==> src/rtl/edge_det_pkg.sv <==
// Shared types and helpers for the multi-channel edge detector.
package edge_det_pkg;

   typedef enum logic [1:0] {
      EM_RISE = 2'b00,
      EM_FALL = 2'b01,
      EM_BOTH = 2'b10,
      EM_OFF  = 2'b11
   } edge_mode_t;

   localparam int MAX_SYNC = 4;

   // Clamp the requested synchroniser depth into the supported 2..MAX_SYNC range.
   function automatic int sync_len(input int req);
      if (req < 2)
         return 2;
      else if (req > MAX_SYNC)
         return MAX_SYNC;
      else
         return req;
   endfunction

endpackage

==> src/rtl/edge_det_chan.sv <==
// One edge-detector channel: synchroniser, optional deglitch filter (EDGE_DEGLITCH_EN),
// edge compare, registered pulse, sticky status bit and saturating counter.
module edge_det_chan
   import edge_det_pkg::*;
#(
   parameter int SYNC_N = 2,
   parameter int CNT_W  = 8
`ifdef EDGE_DEGLITCH_EN
   ,
   parameter int FILT_CYC = 3
`endif
) (
   input  logic             clk,
   input  logic             rst,
   input  logic             d,
   input  logic             armed,
   input  edge_mode_t       mode,
   input  logic             sts_clr,
   input  logic             cnt_clr,
   output logic             pulse,
   output logic             sticky,
   output logic [CNT_W-1:0] cnt
);

   logic [SYNC_N-1:0] sync_reg;
   logic              lvl;
   logic              prev_reg;
   logic              pulse_reg;
   logic              pulse_next;
   logic              sticky_reg;
   logic [CNT_W-1:0]  cnt_reg;

   always_ff @(posedge clk) begin
      if (rst)
         sync_reg <= '0;
      else
         sync_reg <= {sync_reg[SYNC_N-2:0], d};
   end

`ifdef EDGE_DEGLITCH_EN
   localparam int FW = (FILT_CYC > 1) ? $clog2(FILT_CYC) : 1;

   logic          filt_reg;
   logic [FW-1:0] fcnt_reg;

   // Filtered level follows the synced level only after FILT_CYC consecutive differing cycles.
   always_ff @(posedge clk) begin
      if (rst) begin
         filt_reg <= 1'b0;
         fcnt_reg <= '0;
      end else if (sync_reg[SYNC_N-1] == filt_reg) begin
         fcnt_reg <= '0;
      end else if (fcnt_reg == FW'(FILT_CYC - 1)) begin
         filt_reg <= sync_reg[SYNC_N-1];
         fcnt_reg <= '0;
      end else begin
         fcnt_reg <= fcnt_reg + FW'(1);
      end
   end

   assign lvl = filt_reg;
`else
   assign lvl = sync_reg[SYNC_N-1];
`endif

   always_comb begin
      pulse_next = 1'b0;
      unique case (mode)
         EM_RISE: pulse_next = lvl & ~prev_reg;
         EM_FALL: pulse_next = ~lvl & prev_reg;
         EM_BOTH: pulse_next = lvl ^ prev_reg;
         EM_OFF:  pulse_next = 1'b0;
      endcase
      pulse_next = pulse_next & armed;
   end

   // prev tracks the level even while unarmed or disabled, so re-enabling never fires.
   always_ff @(posedge clk) begin
      if (rst) begin
         prev_reg  <= 1'b0;
         pulse_reg <= 1'b0;
      end else begin
         prev_reg  <= lvl;
         pulse_reg <= pulse_next;
      end
   end

   // Status and counter react to the visible pulse, so a clear in the pulse cycle loses.
   always_ff @(posedge clk) begin
      if (rst) begin
         sticky_reg <= 1'b0;
         cnt_reg    <= '0;
      end else begin
         if (pulse_reg)
            sticky_reg <= 1'b1;
         else if (sts_clr)
            sticky_reg <= 1'b0;

         if (cnt_clr)
            cnt_reg <= pulse_reg ? CNT_W'(1) : '0;
         else if (pulse_reg && (cnt_reg != '1))
            cnt_reg <= cnt_reg + CNT_W'(1);
      end
   end

   assign pulse  = pulse_reg;
   assign sticky = sticky_reg;
   assign cnt    = cnt_reg;

endmodule

==> src/rtl/multi_edge_detect.sv <==
// N-channel edge detector top: shared arming counter and mode, CH channel instances.
// Optional deglitch filter enabled by defining EDGE_DEGLITCH_EN.
module multi_edge_detect
   import edge_det_pkg::*;
#(
   parameter int CH          = 4,
   parameter int SYNC_STAGES = 2,
   parameter int CNT_W       = 8,
   parameter int FILT_CYC    = 3
) (
   input  logic                clk,
   input  logic                rst,
   input  logic [CH-1:0]       d,
   input  logic [1:0]          mode,
   input  logic [CH-1:0]       sts_clr,
   input  logic [CH-1:0]       cnt_clr,
   output logic [CH-1:0]       pulse,
   output logic [CH-1:0]       sticky,
   output logic [CH*CNT_W-1:0] cnt
);

`ifdef EDGE_DEGLITCH_EN
   localparam bit FILT_ON = 1'b1;
`else
   localparam bit FILT_ON = 1'b0;
`endif

   localparam int SYNC_N  = sync_len(SYNC_STAGES);
   // Pulses stay suppressed until prev has loaded a level that went through the whole pipe.
   localparam int ARM_LEN = SYNC_N + 1 + (FILT_ON ? FILT_CYC : 0);
   localparam int ARM_W   = $clog2(ARM_LEN + 1);

   logic [ARM_W-1:0] arm_reg;
   logic             armed;
   edge_mode_t       mode_sel;

   assign armed    = (arm_reg == ARM_W'(ARM_LEN));
   assign mode_sel = edge_mode_t'(mode);

   always_ff @(posedge clk) begin
      if (rst)
         arm_reg <= '0;
      else if (!armed)
         arm_reg <= arm_reg + ARM_W'(1);
   end

   genvar gi;
   generate
      for (gi = 0; gi < CH; gi++) begin : g_chan
         edge_det_chan #(
            .SYNC_N   (SYNC_N),
            .CNT_W    (CNT_W)
`ifdef EDGE_DEGLITCH_EN
            ,
            .FILT_CYC (FILT_CYC)
`endif
         ) u_chan (
            .clk     (clk),
            .rst     (rst),
            .d       (d[gi]),
            .armed   (armed),
            .mode    (mode_sel),
            .sts_clr (sts_clr[gi]),
            .cnt_clr (cnt_clr[gi]),
            .pulse   (pulse[gi]),
            .sticky  (sticky[gi]),
            .cnt     (cnt[gi*CNT_W +: CNT_W])
         );
      end
   endgenerate

endmodule

==> config.mk <==
export PLATFORM = sky130hd
export DESIGN_NAME = multi_edge_detect
export DESIGN_NICKNAME = d
export VERILOG_FILES = /design/src/rtl/edge_det_pkg.sv /design/src/rtl/edge_det_chan.sv /design/src/rtl/multi_edge_detect.sv
export SDC_FILE = /design/constraint.sdc
export NUM_CORES = 1
export LEC_CHECK = 0
export ABC_AREA = 1
export ABC_CLOCK_PERIOD_IN_PS = 1310
export BUFFER_PORTS_ARGS = -buffer_cell sky130_fd_sc_hd__buf_2
export CAP_MARGIN = 10
export CELL_PAD_IN_SITES_DETAIL_PLACEMENT = 1
export CELL_PAD_IN_SITES_GLOBAL_PLACEMENT = 1
export CORE_ASPECT_RATIO = 0.6
export CORE_MARGIN = 4
export CORE_UTILIZATION = 27
export DETAILED_ROUTE_END_ITERATION = 6
export PLACE_DENSITY_LB_ADDON = 0.1
export SETUP_SLACK_MARGIN = 0.02
export SYNTH_ARGS = -nofsm -noshare
export SYNTH_HDL_FRONTEND = slang
export SYNTH_SLANG_ARGS = --single-unit
==> constraint.sdc <==
create_clock -name clk -period 1.31 [get_ports clk]
set_clock_uncertainty 0.15 [all_clocks]
set_input_delay 0.131 -clock clk [delete_from_list [all_inputs] [get_ports clk]]
set_output_delay 0.131 -clock clk [all_outputs]
set_load 0.05 [all_outputs]
==> summary.txt <==
Vias in the first global route: 2784
CTS root buf: clkbuf_16
Clk sinks: 54
Fmax: 722 MHz
Post-Syn Instances: 381
Total track usage: 14.0%
Power Dens Cells: 850 nW/µm²
Cell taking the most area after synthesis: dfxtp_1
Endpoints failing setup: 22
DR vias/cell: 4.41
Synth Cell Area: 2750 µm²
P&R area growth vs syn: 53.4%
Max Slew Vio Count: 0
Clk_lat worst skew: 0.29 ns
Fill cells: 1217
# nets final: 512
Hold Crit Class: in2reg
Largest family of logic cells by synthesized area: simple AND/OR/NAND/NOR gates
Cts bufs inserted: 5
Post-synthesis sequential area ratio: 39.3%
I/O Buffers: 55
Worst-path fanout max: 6
Core ar.: 9880 µm²
Slowest-stage cell, CP: dfxtp_4
Final worst slack: -0.0747 ns
Total power: 3580 µW
Initial cell density of the core: 27.8%
Synth Area in XOR/XNOR: 0%
Chip Height: 86.2 µm
First-pass GRT wire length: 13700 µm
Post-Synth Simple-Gate Area: 30.3%
Die area: 11900 µm²
Count of unique library cells instantiated by Yosys: 21
DP HPWL: 6210 µm
Largest register FFs: 32
Initial antenna violation count: 0
Synth Area in Compound Gates: 12.5%
Slew headroom: 76.1%
Synth Net Count: 410
Outcome: finished, violations left
RD Place Congestion: 0.763
Pre-CTS setup slack: -0.0822 ns
Fin util: 42.7%
Drc violations: 0
Via Count: 2731
# IOs: 56
Critical Path Max Stage Delay: 0.37 ns
Inserted Diodes: 0
Reg area: 1160 µm²
Critical Path AT: 1.42 ns
Post-synthesis adder-cell area fraction: 5.91%
Site Rows: 28
Post-Route WL: 8220 µm
Drt first pass iters: 4
Area contributors post-synth: dfxtp_1 (39%), inv_1 (9.3%), nand2_1 (9.0%), a21oi_1 (6.6%), nand3_1 (6.0%)
Initial DRC count: 108
MaxCap Viol Count: 0
Leak Pwr: 0.00182 µW
Multi-input logic area: 1720 µm²
H-tree depth: 2
Grt total ovfl: 0
Die width: 138 µm
Mux share of post-synthesis cell area: 0%
Largest net degree at the start of global routing: 19
Critical Path RT: 1.35 ns
Ys Warns: 0
Kind of critical path: reg2reg
Clock slew seen by the registers of the worst setup and hold paths: 0.08 ns
Worst-path cell chain: ha_4 -> nand2_4 -> nor2_4 -> nand2_2 -> nand2_4 -> nand2_8 -> nor2_4 -> a21oi_2
Peak supply drop: 0.000764 V
Yosys top cell area share: 39.3%
TritonCTS clock tree: done
Fin crit share: 106%
Crit start category: flop
Syn avg cell area: 7.22 µm²
RSZ-0062 raised after global routing: yes
Clock Tree Buf Depth: 2
Antenna Nets Post-Route: 0
Worst-Margin Slew: 0.358 ns
Fin crit period: 1.38 ns
Type of destination of the critical path: flop
Failing checks: negative setup slack
Endpoints failing hold: 0
Layout cells sized above 1: 48.8%
Yosys reg bits: 54
Routed WL per cell: 13.3 µm
==> synth_stat cells, drive strengths merged <==
| cell | instances |
|---|---|
| nor3 | 5 |
| nand4 | 3 |
| dfxtp | 54 |
| inv | 68 |
| a21oi | 40 |
| o21ai | 20 |
| nand3 | 33 |
| nor2 | 45 |
| o21a | 1 |
| buf | 11 |
| nor3b | 2 |
| ha | 13 |
| o22ai | 1 |
| nand2 | 83 |
| a21boi | 2 |
==> worst max-delay path: cells and delay by family (launching register included) <==
family                     cells  cell delay, ns
adders and majority gates      1            0.15
DFF                            1            0.37
and+or+nand+nor                6            0.57
AOI/OAI and AO/OA              1            0.04
==> placed cells by master (no fill, tap or decap), types with 5 or more instances in the layout <==
master	instances
dfxtp_1	13
nand2_1	48
clkbuf_16	5
buf_6	9
nor2_1	32
nor2_4	10
nand3_2	7
a21oi_1	21
nand2_8	6
ha_4	5
nand2_4	11
ha_1	8
buf_2	39
o21ai_1	9
dlygate4sd3_1	11
dfxtp_4	13
nand3_1	25
o21ai_0	11
dfxtp_2	28
inv_1	62
nand2_2	18
buf_4	45
a21oi_2	19
==> worst paths after layout <==
check	from	cells past startpoint	endpoint	slack (ns)
setup / recovery	g_chan[3].u_chan.cnt[1]	8	g_chan[3].u_chan.cnt[5]	-0.07
hold / removal	cnt_clr[0]	4	g_chan[0].u_chan.cnt[2]	0.05
setup reg to reg	g_chan[3].u_chan.cnt[1]	8	g_chan[3].u_chan.cnt[5]	-0.07
hold reg to reg	g_chan[1].u_chan.sync_reg[0]	2	g_chan[1].u_chan.sync_reg[1]	0.25
==> layer usage <==
metal / vias to the layer above / GRT usage (%) / routed length, µm
met2: 37 / 21.3 / 3420
met3: 6 / 3.53 / 238
met4: 0 / 2.42 / 53
met5: - / 0 / 0
met1: 1280 / 20.3 / 4500
li1: 1408 / - / -
==> cell type report <==
class | count | share of cell area [%]
tap | 135 | 4.00
clock buffer | 5 | 2.97
inverter | 68 | 6.20
sequential | 54 | 27.6
clock inverter | 3 | 0.563
timing repair buffer | 106 | 18.0
multi-input combinational | 248 | 40.7
==> power by group <==
group          internal (µW)  total (µW)  switching (µW)
combinational            178         475             297
sequential              1670        1710            40.1
clock                    723        1400             678
==> timing repair <==
item / in CTS / in global routing
setup endpoints to repair: 44 / 41
buffers inserted: 3 / 11
pin swaps: 18 / 16
hold buffers: 11 / 0
cloned: 0 / 0
hold endpoints to repair: 11 / 0
resized for setup: 44 / 69
==> through the flow <==
stage,hold WS [ns],instance area (µm²),setup TNS (ns),std cells
after global routing,0.0439,4220,-2.84,619
after detailed placement,0.197,3490,-0.893,587
after global placement,0.184,3490,-0.420,587
after CTS,0.0310,3880,-0.787,609
final,0.0466,4220,-0.691,619
after floorplan,0.0880,2920,-1.97,381
==> kinds of logic after synthesis <==
| logic type | count (synthesis) |
|---|---|
| buffers and inverters | 79 |
| AOI/OAI and AO/OA | 64 |
| adders and majority gates | 13 |
| and+or+nand+nor | 171 |
| DFF | 54 |
(Power assumes the default switching activity.)
